### src/rtl/mem_port_arbiter_pkg.sv
// mem_port_arbiter_pkg
//   Shared types and constants for the fetch / load-store memory port arbiter.
//   - arb_state_t          : arbiter FSM state encoding
//   - XLEN                 : data/address width
//   - STARVE_LIMIT_DEFAULT : default number of consecutive LS grants while IF waits
//   - word_align()         : clears the byte offset of a byte address
package mem_port_arbiter_pkg;

  localparam int XLEN                 = 32;
  localparam int STARVE_LIMIT_DEFAULT = 4;

  typedef enum logic [1:0] {
    IDLE    = 2'd0,
    BUSY_IF = 2'd1,
    BUSY_LS = 2'd2
  } arb_state_t;

  // Memory is word addressed on the port; byte lanes are selected by mem_be.
  function automatic logic [XLEN-1:0] word_align(input logic [XLEN-1:0] addr);
    return {addr[XLEN-1:2], 2'b00};
  endfunction

endpackage

### src/rtl/mem_arb_starve_ctr.sv
// mem_arb_starve_ctr
//   Saturating counter of LS grants taken while a fetch was waiting.
//   Ports:
//     clk, reset  : clock, synchronous active-high reset
//     inc_i       : count one more LS grant that bypassed a waiting fetch
//     clr_i       : clear (fetch granted, or no fetch waiting); wins over inc_i
//     starved_o   : counter has reached LIMIT, fetch must win the next tie
module mem_arb_starve_ctr
  import mem_port_arbiter_pkg::*;
#(
  parameter int LIMIT = STARVE_LIMIT_DEFAULT,
  parameter int CW    = $clog2(LIMIT + 1)
) (
  input  logic clk,
  input  logic reset,
  input  logic inc_i,
  input  logic clr_i,
  output logic starved_o
);

  logic [CW-1:0] cnt_q;
  logic [CW-1:0] cnt_d;

  // Next count: clear has priority, increment saturates at LIMIT.
  always_comb begin
    cnt_d = cnt_q;
    if (clr_i) begin
      cnt_d = {CW{1'b0}};
    end else if (inc_i && (cnt_q != CW'(LIMIT))) begin
      cnt_d = cnt_q + CW'(1);
    end else begin
      cnt_d = cnt_q;
    end
  end

  // Counter register.
  always_ff @(posedge clk) begin
    if (reset) begin
      cnt_q <= {CW{1'b0}};
    end else begin
      cnt_q <= cnt_d;
    end
  end

  assign starved_o = (cnt_q == CW'(LIMIT));

endmodule

### src/rtl/mem_port_arbiter.sv
// mem_port_arbiter
//   Arbitrates one shared memory port between instruction fetch (IF) and
//   load/store (LS). LS normally has priority; after STARVE_LIMIT consecutive
//   LS grants with a fetch waiting, the fetch wins the next tie.
//   Ports:
//     clk, reset                               : clock, synchronous active-high reset
//     if_req/if_addr/if_flush                  : fetch request, byte address, redirect
//     if_gnt/if_rvalid/if_rdata                : fetch accept, response pulse, instruction
//     ls_req/ls_we/ls_addr/ls_wdata/ls_be      : load/store request fields
//     ls_gnt/ls_rvalid/ls_rdata                : LS accept, completion pulse, load data
//     mem_req/mem_we/mem_addr/mem_wdata/mem_be : shared memory port (registered)
//     mem_ready/mem_rdata                      : memory completion pulse and read data
module mem_port_arbiter
  import mem_port_arbiter_pkg::*;
#(
  parameter int STARVE_LIMIT = STARVE_LIMIT_DEFAULT
) (
  input  logic            clk,
  input  logic            reset,
  input  logic            if_req,
  input  logic [XLEN-1:0] if_addr,
  input  logic            if_flush,
  output logic            if_gnt,
  output logic            if_rvalid,
  output logic [XLEN-1:0] if_rdata,
  input  logic            ls_req,
  input  logic            ls_we,
  input  logic [XLEN-1:0] ls_addr,
  input  logic [XLEN-1:0] ls_wdata,
  input  logic [3:0]      ls_be,
  output logic            ls_gnt,
  output logic            ls_rvalid,
  output logic [XLEN-1:0] ls_rdata,
  output logic            mem_req,
  output logic            mem_we,
  output logic [XLEN-1:0] mem_addr,
  output logic [XLEN-1:0] mem_wdata,
  output logic [3:0]      mem_be,
  input  logic            mem_ready,
  input  logic [XLEN-1:0] mem_rdata
);

  arb_state_t      state_q;
  logic            mem_req_q;
  logic            mem_we_q;
  logic [XLEN-1:0] mem_addr_q;
  logic [XLEN-1:0] mem_wdata_q;
  logic [3:0]      mem_be_q;
  logic            if_rvalid_q;
  logic [XLEN-1:0] if_rdata_q;
  logic            ls_rvalid_q;
  logic [XLEN-1:0] ls_rdata_q;
  logic            drop_q;

  logic            if_ok_s;
  logic            starved_s;
  logic            if_gnt_s;
  logic            ls_gnt_s;
  logic            starve_inc_s;
  logic            starve_clr_s;

  // A flushed fetch address is stale, so it may never be granted.
  assign if_ok_s = if_req && !if_flush;

  // Combinational grant, only in IDLE and never during reset.
  always_comb begin
    if_gnt_s = 1'b0;
    ls_gnt_s = 1'b0;
    if (!reset && (state_q == IDLE)) begin
      if (ls_req && !(starved_s && if_ok_s)) begin
        ls_gnt_s = 1'b1;
      end else if (if_ok_s) begin
        if_gnt_s = 1'b1;
      end else begin
        ls_gnt_s = 1'b0;
      end
    end else begin
      if_gnt_s = 1'b0;
    end
  end

  assign starve_inc_s = ls_gnt_s && if_ok_s;
  assign starve_clr_s = if_gnt_s || ((state_q == IDLE) && !if_req);

  mem_arb_starve_ctr #(
    .LIMIT (STARVE_LIMIT)
  ) u_starve (
    .clk       (clk),
    .reset     (reset),
    .inc_i     (starve_inc_s),
    .clr_i     (starve_clr_s),
    .starved_o (starved_s)
  );

  // Arbiter FSM with registered memory-port fields and responses.
  always_ff @(posedge clk) begin
    if (reset) begin
      state_q     <= IDLE;
      mem_req_q   <= 1'b0;
      mem_we_q    <= 1'b0;
      mem_addr_q  <= {XLEN{1'b0}};
      mem_wdata_q <= {XLEN{1'b0}};
      mem_be_q    <= 4'h0;
      if_rvalid_q <= 1'b0;
      if_rdata_q  <= {XLEN{1'b0}};
      ls_rvalid_q <= 1'b0;
      ls_rdata_q  <= {XLEN{1'b0}};
      drop_q      <= 1'b0;
    end else begin
      if_rvalid_q <= 1'b0;
      ls_rvalid_q <= 1'b0;
      case (state_q)
        IDLE: begin
          drop_q <= 1'b0;
          if (ls_gnt_s) begin
            state_q     <= BUSY_LS;
            mem_req_q   <= 1'b1;
            mem_we_q    <= ls_we;
            mem_addr_q  <= word_align(ls_addr);
            mem_wdata_q <= ls_wdata;
            mem_be_q    <= ls_be;
          end else if (if_gnt_s) begin
            state_q     <= BUSY_IF;
            mem_req_q   <= 1'b1;
            mem_we_q    <= 1'b0;
            mem_addr_q  <= word_align(if_addr);
            mem_wdata_q <= {XLEN{1'b0}};
            mem_be_q    <= 4'hF;
          end else begin
            state_q <= IDLE;
          end
        end
        BUSY_IF: begin
          if (mem_ready) begin
            state_q   <= IDLE;
            mem_req_q <= 1'b0;
            drop_q    <= 1'b0;
            // A flush in the completion cycle also kills the response.
            if (!drop_q && !if_flush) begin
              if_rvalid_q <= 1'b1;
              if_rdata_q  <= mem_rdata;
            end else begin
              if_rvalid_q <= 1'b0;
            end
          end else if (if_flush) begin
            drop_q <= 1'b1;
          end else begin
            drop_q <= drop_q;
          end
        end
        BUSY_LS: begin
          if (mem_ready) begin
            state_q     <= IDLE;
            mem_req_q   <= 1'b0;
            ls_rvalid_q <= 1'b1;
            ls_rdata_q  <= mem_we_q ? {XLEN{1'b0}} : mem_rdata;
          end else begin
            state_q <= BUSY_LS;
          end
        end
        default: begin
          state_q   <= IDLE;
          mem_req_q <= 1'b0;
          drop_q    <= 1'b0;
        end
      endcase
    end
  end

  assign if_gnt    = if_gnt_s;
  assign ls_gnt    = ls_gnt_s;
  assign if_rvalid = if_rvalid_q;
  assign if_rdata  = if_rdata_q;
  assign ls_rvalid = ls_rvalid_q;
  assign ls_rdata  = ls_rdata_q;
  assign mem_req   = mem_req_q;
  assign mem_we    = mem_we_q;
  assign mem_addr  = mem_addr_q;
  assign mem_wdata = mem_wdata_q;
  assign mem_be    = mem_be_q;

endmodule

### config.mk
export PLATFORM = sky130hd
export DESIGN_NAME = mem_port_arbiter
export DESIGN_NICKNAME = d
export VERILOG_FILES = /design/src/rtl/mem_port_arbiter_pkg.sv /design/src/rtl/mem_arb_starve_ctr.sv /design/src/rtl/mem_port_arbiter.sv
export SDC_FILE = /design/constraint.sdc
export NUM_CORES = 1
export LEC_CHECK = 0
export CAP_MARGIN = 10
export CORE_ASPECT_RATIO = 1.5
export CORE_MARGIN = 4
export CORE_UTILIZATION = 43
export DETAILED_ROUTE_END_ITERATION = 6
export MAX_ROUTING_LAYER = met4
export PLACE_DENSITY = 0.82
export SLEW_MARGIN = 10
export SYNTH_ARGS = -nofsm -noshare
export SYNTH_HDL_FRONTEND = slang
export SYNTH_HIERARCHICAL = 1
export SYNTH_SLANG_ARGS = --single-unit
export TNS_END_PERCENT = 5
### constraint.sdc
create_clock -name clk -period 4.8 [get_ports clk]
set_input_delay 0.48 -clock clk [delete_from_list [all_inputs] [get_ports clk]]
set_output_delay 0.48 -clock clk [all_outputs]
set_load 0.01 [all_outputs]
# After elaboration in Yosys (flattened, before gate mapping)
# Cells that the tools add are included.
dict set report word_totals {
  elab_cells 77
  reg_bits 142
  in_bits 139
  out_inout_bits 138
}
dict set report classes {
  bitwise 3
  add_sub_neg 1
  reduce_logical 25
  n_eq_ne 8
  n_mux 28
}
# operator n
set op_table {}
lappend op_table {{$mux 32} 5}
lappend op_table {{$mux 1} 15}
lappend op_table {{$ne 3x3->1 const B} 3}
lappend op_table {{$logic_and 1x1->1} 8}
lappend op_table {{$mux 4} 2}
lappend op_table {{$reduce_and 2->1} 4}
lappend op_table {{$mux 2} 3}
lappend op_table {{$pmux 2 s3} 1}
lappend op_table {{$reduce_or 2->1} 3}
lappend op_table {{$logic_not 1->1} 5}
lappend op_table {{$pmux 1 s2} 2}
lappend op_table {{$add 3x1->3 const B} 1}
lappend op_table {{$eq 3x3->1 const B} 1}
lappend op_table {{$not 1->1} 3}
lappend op_table {{$reduce_and 3->1} 1}
lappend op_table {{$reduce_or 3->1} 1}
lappend op_table {{$eq 2x1->1 const B} 1}
lappend op_table {{$eq 2x2->1 const B} 1}
lappend op_table {{$logic_not 2->1} 1}
lappend op_table {{$ne 2x1->1 const B} 1}
lappend op_table {{$ne 2x2->1 const B} 1}
lappend op_table {{$reduce_bool 2->1} 1}
lappend op_table {{$logic_or 1x1->1} 1}

# Logic depth before layout (Yosys ltp)
# Gate-level depths: netlist of run 1.
dict set report logic_depth {
  ltp_word 10
  depth_mapped 9
  depth_no_buf 7
}

# Hierarchy
# The synthesis of run 1 kept the hierarchy.
# mod n_inst area_each_um2 cells_per_inst seq_area_each_um2
set modules_own_cells {}
lappend modules_own_cells {mem_port_arbiter 1 5293.8 601 2742.6}
lappend modules_own_cells {mem_arb_starve_ctr 1 187.7 18 60.1}

# Worst setup path before layout of run 1
# No wires, ideal clock.
dict set report synth_path {
  path_type {flip-flop to flip-flop}
  from {register state_q[0]}
  to {register u_starve.cnt_q[1]}
  slack_ns 2.942
  stages_incl_launch_ff 9
  path_buffers 2
  setup_ns 0.123
  t_required_ns 4.677
  synth_period_minus_slack_ns 1.858
  t_arrival_ns 1.734
  cell_sequence {dfxtp_1 inv_1 ha_1 nand4bb_1 buf_4 buf_2 o22ai_1 nor3b_1 mux2_1}
}
dict set report synth_between {
  elab_chain_cells 5
  word_cells_on_any_way 9
  cone_classes {2 x mux; 7 x reduce/logical}
}
# item line_no
set synth_rtl {}
lappend synth_rtl {{start, declared} mem_port_arbiter.sv:43} ;# arb_state_t state_q;
lappend synth_rtl {{start signal, assigned} mem_port_arbiter.sv:98} ;# state_q <= IDLE;
lappend synth_rtl {{start signal, assigned} mem_port_arbiter.sv:116} ;# state_q <= BUSY_LS;
lappend synth_rtl {{start signal, assigned} mem_port_arbiter.sv:123} ;# state_q <= BUSY_IF;
lappend synth_rtl {{$logic_not 2->1 *} {mem_port_arbiter.sv:69, mem_port_arbiter.sv:83}}
lappend synth_rtl {{$logic_and 1x1->1} mem_port_arbiter.sv:69} ;# if (!reset && (state_q == IDLE)) begin
lappend synth_rtl {{$mux 1} mem_port_arbiter.sv:69}
lappend synth_rtl {{$logic_or 1x1->1 *} mem_port_arbiter.sv:83} ;# assign starve_clr_s = if_gnt_s || ((state_q == IDLE) && !if_req);
lappend synth_rtl {{via starve_clr_s} mem_port_arbiter.sv:60} ;# logic starve_clr_s;
lappend synth_rtl {{$reduce_or 2->1 (no source line) *} n/a}
lappend synth_rtl {{end signal, assigned} mem_arb_starve_ctr.sv:39} ;# cnt_q <= {CW{1'b0}};
lappend synth_rtl {{end signal, assigned} mem_arb_starve_ctr.sv:41} ;# cnt_q <= cnt_d;
lappend synth_rtl {{end, declared} mem_arb_starve_ctr.sv:21} ;# logic [CW-1:0] cnt_q;
# Mark *: on every way through the listed nets, which the timed path passes. The rest lies on a longest branch.
# A chain may end at the register's enable or synchronous reset.

# Final worst setup path of run 1
dict set report layout_path {
  from {input port if_flush}
  to {output port if_gnt}
}
dict set report layout_between {
  elab_chain_cells 7
  word_cells_on_any_way 8
  cone_classes {3 x mux; 5 x reduce/logical}
}
# item line_no
set layout_rtl {}
lappend layout_rtl {{start, declared} mem_port_arbiter.sv:22} ;# input logic if_flush,
lappend layout_rtl {{$logic_not 1->1 *} mem_port_arbiter.sv:63} ;# assign if_ok_s = if_req && !if_flush;
lappend layout_rtl {{$logic_and 1x1->1 *} mem_port_arbiter.sv:63}
lappend layout_rtl {{$logic_and 1x1->1} mem_port_arbiter.sv:70} ;# if (ls_req && !(starved_s && if_ok_s)) begin
lappend layout_rtl {{$logic_not 1->1} mem_port_arbiter.sv:70}
lappend layout_rtl {{$logic_and 1x1->1} mem_port_arbiter.sv:70}
lappend layout_rtl {{$mux 1 *} mem_port_arbiter.sv:70}
lappend layout_rtl {{$mux 1 *} mem_port_arbiter.sv:69}
lappend layout_rtl {{end, declared} mem_port_arbiter.sv:23} ;# output logic if_gnt,
# Mark *: on every way between the ends. The rest lies on a longest branch, timed or not.

==> results of run 1 <==
Yosys cell counts (2+ instances only):
library cell and instances:
and3b_1 2, inv_1 6, o211ai_1 33, a311oi_1 30
dfxtp_1 140, buf_4 11, nor3b_1 3, nand4bb_1 2
mux2_1 2, nand3_1 37, o22ai_1 6, buf_1 2
a22o_1 32, nor2b_1 4, nor2_1 4, a21oi_1 72
clkbuf_1 23, nor3_1 34, nand3b_1 2, nand2_1 127
buf_2 29, ha_1 5
worst max-delay path: cells and delay by family:
family,cells,cell delay [ps]
buf+inv,2,1170
simple gates,2,470
kinds of logic (layout without fill, tap and decap cells):
group,after synthesis,after routing,synth area share [%]
compound gates,176,176,22.19
fa+ha+maj,5,5,1.141
buf+inv,71,319,6.277
flops,140,140,51.13
mux,3,3,0.5934
other cells,1,3,0.06841
simple gates,223,223,18.60
area by class of cell:
type / instances / share of cell area, %
diodes: 1 / 0.02845
repair buffers: 281 / 31.64
clock inverters: 14 / 2.063
clock buffers: 18 / 4.879
inverters: 6 / 0.2560
flip-flops and latches: 140 / 31.86
well taps: 156 / 2.219
multi-input cells: 409 / 27.06
stage by stage:
| step | utilization [%] | hold slack (ps) | cell area [sq um] | instances | setup slack (ps) |
|---|---|---|---|---|---|
| 2_1_floorplan | - | 449.2 | 5485 | 620 | 2942 |
| 5_1_grt | 70.30 | 475.6 | 8796 | 1025 | 2135 |
| 3_5_place_dp | 65.40 | 445.7 | 8183 | 992 | 1985 |
| 6_report | 70.30 | 455.3 | 8796 | 1025 | 2205 |
| 4_1_cts | 70.28 | 453.8 | 8793 | 1024 | 2201 |
| 3_3_place_gp | 65.40 | 440.8 | 8183 | 992 | 2151 |
sequential cells by signal, indices dropped and copies added (netlist names):
signal / cells
if_rdata: 32
ls_rdata: 32
mem_wdata: 32
mem_addr: 30
mem_be: 4
u_starve/cnt_q: 3
state_q: 2
drop_q: 1
if_rvalid: 1
ls_rvalid: 1
mem_req: 1
mem_we: 1
worst max path at each step:
stage / start / to / slack [ps] / cells after the start
floorplan: state_q[0] / u_starve/cnt_q[1] / 2940 / 8
detailed placement: if_flush / u_starve/cnt_q[0] / 1990 / 6
global placement: if_flush / u_starve/cnt_q[1] / 2150 / 6
CTS: u_starve/cnt_q[0] / ls_gnt / 2200 / 7
global route: state_q[1] / ls_gnt / 2140 / 6
finish: if_flush / if_gnt / 2210 / 4
metal layers:
metal | wire, um | track usage (%) | up-vias
li1 | - | - | 2692
met1 | 6810 | 27.85 | 2676
met2 | 9784 | 42.96 | 258
met3 | 1226 | 4.828 | 53
met4 | 923 | 13.82 | 0
met5 | 0 | - | -
power groups by stage:
stage | combinational (mW) | sequential, mW | clock, mW
detailed placement | 0.379 | 1.26 | 0
CTS | 0.383 | 1.23 | 1.38
floorplan | 0.119 | 1.28 | 0
global route | 0.407 | 1.24 | 1.43
global placement | 0.372 | 1.26 | 0
finish | 0.382 | 1.23 | 1.36
==> results.py, run 1 <==
metrics = {
    "synthesis": {
        "syn_area_sq_um": 5482,
        "yosysTopAreaCellShare_pct": 51.13,
        "synth_cells": 619,
        "yosysSeqAreaShare_pct": 51.13,
        "ys_async_sr_fraction_pct": 0,
        "synth_area_leaders": "dfxtp_1 (51%), nand2_1 (8.7%), a21oi_1 (6.6%)",
        "synth.distinct_cells": 35,
        "yosysTopAreaCell": "dfxtp_1",
        "synth_flop_cell": "dfxtp_1",
        "yosys_warnings": 6,
        "ys_ff_latch": 140,
        "synth-edff-count": 0,
        "syn_avg_cell_area_sq_um": 8.855,
    },
    "hold_path": {
        "worstHoldPathType": "flop to flop",
        "whs_endpoint": "if_rdata[10]",
        "min-delay-start": "if_rdata[10]",
        "hold_depth": 2,
    },
    "timing": {
        "fin_setup_tns_ps": 0,
        "rsz0062_at_grt": "false",
        "hold_viol_final": 0,
        "clock_skew_ps": 13.99,
        "worst_pin_slew_ps": 806.1,
        "slew_headroom_pct": 46.26,
        "finalWorstPathRequiredPeriod_ps": 2595,
        "fin_crit_sh_pct": 54.06,
        "setup_viol": 0,
        "maxSlewViolCount": 0,
        "fmax_mhz": 385.4,
    },
    "global_routing": {
        "grt_first_pass_wirelength_um": 29190,
        "overflow": 0,
        "grt_max_degree": 71,
        "grt_pass1_vias": 5783,
        "grt.total_usage_pct": 25.48,
        "antenna_found_initial": 1,
    },
    "finish": {
        "area_growth_pct": 60.47,
        "multi_input_area_sq_um": 2380,
        "layout_commonest_cell": "clkdlybuf4s50_1",
        "seqCellArea_sq_um": 2803,
        "nets": 999,
        "final.fill_count": 975,
        "drive_gt1_share_pct": 5.876,
        "final_cell_mix": "clkdlybuf4s50_1 (269), dfxtp_1 (140), nand2_1 (127)",
    },
    "power": {
        "intPower_mw": 2.256,
        "p_sw_mw": 0.7143,
        "powerDensity_nw_per_um2": 337.7,
        "power_mw": 2.971,
        "p_seq_share_pct": 41.5,
        "swShare_pct": 24.05,
        "clkPwrFrac_pct": 45.6,
        "combPwrFrac_pct": 12.8,
        "peakVddDrop_mv": 0.2096,
        "p_leak_nw": 3.083,
    },
    "floorplan": {
        "die_h_um": 146.3,
        "num_rows": 50,
        "ioPinCount": 277,
        "core_area_sq_um": 12510,
        "die_x_um": 100.2,
        "start_util_pct": 43.81,
        "die-area_sq_um": 14660,
    },
    "worst_setup_path": {
        "setup.worst_path.end_class": "output pin",
        "critPathSlowestCell": "clkdlybuf4s50_1",
        "r2r_slack_ps": 2490,
        "r2r_end": "u_starve/cnt_q[0]",
        "crit_path_frequent_cell": "clkdlybuf4s50_1",
        "path_cells": "clkdlybuf4s50_1 -> nand4bb_4 -> nor2_1 -> clkdlybuf4s50_1",
        "cp_max_fo": 8,
        "worst_ep_required_time_ps": 4320,
        "slowest_delay_ps": 590,
        "r2r_cells": 7,
        "rr_startpoint": "state_q[0]",
        "worst_setup_path_start_kind": "primary input",
        "crit_arrival_ps": 2110,
        "worstSetupPathType": "primary input to output pin",
    },
    "route": {
        "drc_errors": 0,
        "drt-initial-drc-count": 264,
        "first_pass_iters": 5,
        "num_vias": 5679,
        "wl_per_cell_um": 18.29,
        "vias_per_cell": 5.540,
        "antenna_violating_nets_post_route": 0,
        "drt-total-wl_um": 18740,
    },
    "run_status": {
        "status": "finished clean",
    },
    "placed_design": {
        "io_buffers": 270,
        "dpl.hpwl_um": 12730,
        "place_congestion": 0.7898,
    },
    "clock_tree": {
        "path_clk_slew_ps": 60,
        "tritoncts": "yes",
        "postCtsSetupRepairBufs": 0,
        "clock-root-buffer": "clkbuf_16",
        "cts_resized": 0,
        "cts_buffers": 17,
        "clock-sinks": 140,
        "insertion_delay_ps": 410,
        "clockBufferDepth": 2,
        "htree_num_levels": 4,
        "hold_buffers": 0,
    },
    "run": {
        "cap_violations": 0,
    },
}
No activity file was read; power rests on OpenSTA's default activity.
==> inputs of run 2 (changes only) <==
- CORE_UTILIZATION: 43 -> 40
- PLACE_DENSITY: 0.82 -> 0.77
- clock period: 4.8 -> 2.4 ns (I/O delays scaled with it)
==> run 2 against run 1 <==
Sequential cell count is the same. Total power grew 100%. Count of clock-buffer cells in the layout grew 1. Critical path depth grew 2. Design area grew 0.84%. First-iteration DRC count grew 1.1%. Setup slack lost 2100 ps.
==> results.py, run 2 (synthesis gave the netlist of run 1 again) <==
metrics = {
    "finish": {
        "area_growth_pct": 61.81,
        "multi_input_area_sq_um": 2387,
        "post-route-util_pct": 65.86,
        "seqCellArea_sq_um": 2803,
        "final_cell_mix": "clkdlybuf4s50_1 (268), dfxtp_1 (140), nand2_1 (127)",
        "diodes": 0,
        "fin_cells": 1033,
        "nets": 1002,
        "layout_commonest_cell": "clkdlybuf4s50_1",
        "drive_gt1_share_pct": 6.429,
        "final.fill_count": 1112,
    },
    "hold_path": {
        "worstHoldPathType": "primary input to flop",
    },
    "clock_tree": {
        "postCtsSetupRepairBufs": 0,
        "clock-root-buffer": "clkbuf_16",
        "cts_resized": 0,
        "htree_num_levels": 4,
        "insertion_delay_ps": 410,
        "clock-sinks": 140,
        "clockBufferDepth": 2,
        "cts_buffers": 17,
        "hold_buffers": 0,
        "tritoncts": "yes",
        "path_clk_slew_ps": 60,
    },
    "power": {
        "power_mw": 5.988,
        "powerDensity_nw_per_um2": 675.1,
        "p_leak_nw": 3.128,
        "peakVddDrop_mv": 0.4245,
    },
    "timing": {
        "rsz0062_at_grt": "false",
        "fmax_mhz": 436.8,
        "slew_headroom_pct": 42.25,
        "clock_skew_ps": 14.17,
        "holdWs_ps": 299.5,
        "fin_crit_sh_pct": 95.39,
        "setup_viol": 0,
        "finalWorstPathRequiredPeriod_ps": 2289,
        "worst_pin_slew_ps": 866.3,
        "hold_viol_final": 0,
        "fin_setup_tns_ps": 0,
        "maxSlewViolCount": 0,
    },
    "placed_design": {
        "dp_cells": 1001,
        "place_congestion": 0.8185,
        "dpl.hpwl_um": 13030,
        "io_buffers": 270,
    },
    "global_routing": {
        "grt.total_usage_pct": 23.21,
        "grt_first_pass_wirelength_um": 28640,
        "grt_pass1_vias": 5615,
        "grt_max_degree": 68,
        "overflow": 0,
        "antenna_found_initial": 0,
    },
    "route": {
        "drc_errors": 0,
        "vias_per_cell": 5.472,
        "drt-total-wl_um": 18680,
        "antenna_violating_nets_post_route": 0,
        "first_pass_iters": 6,
        "drt-initial-drc-count": 267,
        "wl_per_cell_um": 18.08,
        "num_vias": 5653,
    },
    "worst_setup_path": {
        "worst_ep_required_time_ps": 2160,
        "setup.worst_path.end_class": "output pin",
        "worstSetupPathType": "flop to output pin",
        "worst_setup_path_start_kind": "flop",
        "cp_max_fo": 4,
        "r2r_slack_ps": 290,
        "crit_arrival_ps": 2050,
    },
    "floorplan": {
        "ioPinCount": 277,
        "die-area_sq_um": 15680,
        "die_h_um": 151.4,
        "core_area_sq_um": 13470,
        "die_x_um": 103.6,
        "num_rows": 52,
        "start_util_pct": 40.70,
    },
    "run": {
        "cap_violations": 0,
    },
    "run_status": {
        "status": "finished clean",
    },
}
[run 2: critical path, stage by stage, from the launching register on]
cell	delay, ps
dfxtp_1	380
inv_1	60
ha_1	230
and2_1	210
nor2b_2	170
nor2_1	80
clkdlybuf4s50_1	520
[run 2: layer usage]
layer / wire length (um) / GRT usage, %
met4: 824 / 12.04
met1: 6836 / 24.85
met3: 1100 / 5.288
met2: 9918 / 40.47
met5: 0 / -
[run 2: path summary, 6_finish.rpt]
path | cells after the start | to | start
max | 6 | if_gnt | u_starve/cnt_q[0]
min | 4 | state_q[0] | reset
max reg2reg | 6 | mem_addr[22] | u_starve/cnt_q[0]
min reg2reg | 2 | if_rdata[29] | if_rdata[29]
[run 2: where the power goes]
group          internal (mW)  total (mW)  switching [mW]
logic                  0.445       0.770           0.324
clock network           1.69        2.75            1.06
registers               2.42        2.47          0.0509
[run 2: per-stage QoR]
step	worst slack (ps)	cell area (sq um)
2_1_floorplan	542.3	5485
3_3_place_gp	125.6	8238
3_5_place_dp	38.93	8238
4_1_cts	6.571	8860
5_1_grt	9.803	8870
6_report	110.7	8870
[run 2: cell type report]
type	count	share of cell area [%]
sequential	140	31.60
clock buffer	19	4.994
timing repair buffer	284	31.94
inverter	6	0.2539
clock inverter	13	2.017
multi-input combinational	409	26.91
tap	162	2.285
==> inputs of run 3 (changes only) <==
- CORE_UTILIZATION: 40 -> 43
- PLACE_DENSITY: 0.77 -> 0.82
- clock period: 2.4 -> 2.7 ns (I/O delays scaled with it)
==> run 3 against run 2 <==
Clock skew shrank 4.3 ps. Global-route usage grew 2.2 points. Register-to-register slack gained 370 ps. Core utilization grew 4.9 points. Non-clock buffer count grew 1. Final cell count shrank 0.48%. Sequential power shrank 11%. Count of clock-buffer cells in the layout shrank 1. First-iteration DRC count grew 5.2%. Combinational power shrank 11%. Via count grew 0.27%. Critical endpoint is now ls_gnt. Largest cell class unchanged.
==> results.py, run 3 (synthesis gave the netlist of run 1 again) <==
metrics = {
    "worst_setup_path": {
        "cp_max_fo": 4,
        "worst_setup_path_start_kind": "flop",
        "worstSetupPathType": "flop to output pin",
        "startpoint": "u_starve/cnt_q[0]",
        "setup.worst_path.end_class": "output pin",
        "slowest_delay_ps": 570,
        "crit_path_frequent_cell": "inv_1",
        "worst_ep_required_time_ps": 2430,
        "path_cells": "inv_1 -> ha_1 -> and2_1 -> nand3b_1 -> nand2_1 -> inv_1 -> clkdlybuf4s50_1",
        "critPathSlowestCell": "clkdlybuf4s50_1",
        "crit_arrival_ps": 2090,
        "rr_startpoint": "state_q[1]",
    },
    "route": {
        "antenna_violating_nets_post_route": 0,
        "drc_errors": 0,
        "vias_per_cell": 5.514,
        "first_pass_iters": 5,
        "wl_per_cell_um": 18.31,
        "num_vias": 5668,
        "drt-initial-drc-count": 281,
        "drt-total-wl_um": 18820,
    },
    "clock_tree": {
        "cts_buffers": 17,
        "clock-root-buffer": "clkbuf_16",
        "cts_resized": 0,
        "clock-sinks": 140,
        "postCtsSetupRepairBufs": 0,
        "path_clk_slew_ps": 60,
        "htree_num_levels": 4,
        "clockBufferDepth": 2,
        "hold_buffers": 0,
        "tritoncts": "yes",
        "insertion_delay_ps": 410,
    },
    "timing": {
        "maxSlewViolCount": 0,
        "fin_setup_tns_ps": 0,
        "setup_slack_ps": 338.6,
        "holdWs_ps": 221.4,
        "worst_pin_slew_ps": 632.9,
        "hold_viol_final": 0,
        "rsz0062_at_grt": "false",
        "fin_crit_sh_pct": 87.46,
        "setup_viol": 0,
        "fmax_mhz": 423.5,
        "clock_skew_ps": 9.853,
        "finalWorstPathRequiredPeriod_ps": 2361,
        "slew_headroom_pct": 57.81,
    },
    "global_routing": {
        "overflow": 0,
        "grt_first_pass_wirelength_um": 28940,
        "grt.total_usage_pct": 25.38,
        "antenna_found_initial": 0,
        "grt_max_degree": 68,
        "grt_pass1_vias": 5631,
    },
    "finish": {
        "drive_gt1_share_pct": 6.307,
        "post-route-util_pct": 70.74,
        "layout_commonest_cell": "clkdlybuf4s50_1",
        "final_cell_area_sq_um": 8851,
        "area_growth_pct": 61.47,
        "fin_cells": 1028,
        "diodes": 0,
        "final_cell_mix": "clkdlybuf4s50_1 (269), dfxtp_1 (140), nand2_1 (127)",
        "final.fill_count": 1003,
        "nets": 1003,
    },
    "floorplan": {
        "start_util_pct": 43.81,
        "core_area_sq_um": 12510,
        "die-area_sq_um": 14660,
        "ioPinCount": 277,
        "die_h_um": 146.3,
        "num_rows": 50,
        "die_x_um": 100.2,
    },
    "placed_design": {
        "place_worst_setup_slack_ps": 334.7,
        "place_congestion": 0.8264,
        "dpl.hpwl_um": 13140,
        "place_area_sq_um": 8238,
        "dp_cells": 996,
        "io_buffers": 270,
    },
    "hold_path": {
        "min-delay-start": "reset",
        "worstHoldPathType": "primary input to flop",
    },
    "run": {
        "cap_violations": 0,
    },
    "run_status": {
        "status": "finished clean",
    },
    "power": {
        "powerDensity_nw_per_um2": 598.0,
        "power_mw": 5.293,
        "peakVddDrop_mv": 0.3690,
        "p_leak_nw": 3.119,
    },
}
==> run 3: final cells by class <==
cell class	instances	area [sq um]	share of cell area (%)
clock buffers	18	429.2	4.849
clock inverters	14	183.9	2.078
inverters	6	22.52	0.2545
multi-input cells	409	2380	26.89
flip-flops and latches	140	2803	31.67
well taps	156	195.2	2.205
repair buffers	285	2838	32.06
==> run 3: where the power goes <==
group	switching (mW)	internal (mW)	total (mW)
clock network	0.938	1.48	2.41
logic	0.290	0.393	0.683
registers	0.0459	2.15	2.20
==> run 3: worst paths after layout <==
path                  endpoint  slack, ps  cells past startpoint
max                     ls_gnt        340                      7
min               if_rdata[25]        220                      2
max reg2reg  u_starve/cnt_q[1]        660                      7
min reg2reg       if_rdata[26]        450                      2
==> run 3: metal layers <==
| metal | up-vias | wire length, um | global-route usage (%) |
|---|---|---|---|
| li1 | 2710 | - | - |
| met1 | 2636 | 7090 | 28.78 |
| met2 | 264 | 9642 | 41.80 |
| met3 | 58 | 1210 | 5.067 |
| met4 | 0 | 877 | 13.08 |
| met5 | - | 0 | - |
==> run 3: worst max-delay path, delay by kind of cell, from the launching register on <==
kind                       cells  cell delay [ps]
and+or+nand+nor                3              410
buffers and inverters          3              690
adders and majority gates      1              230
DFF                            1              370
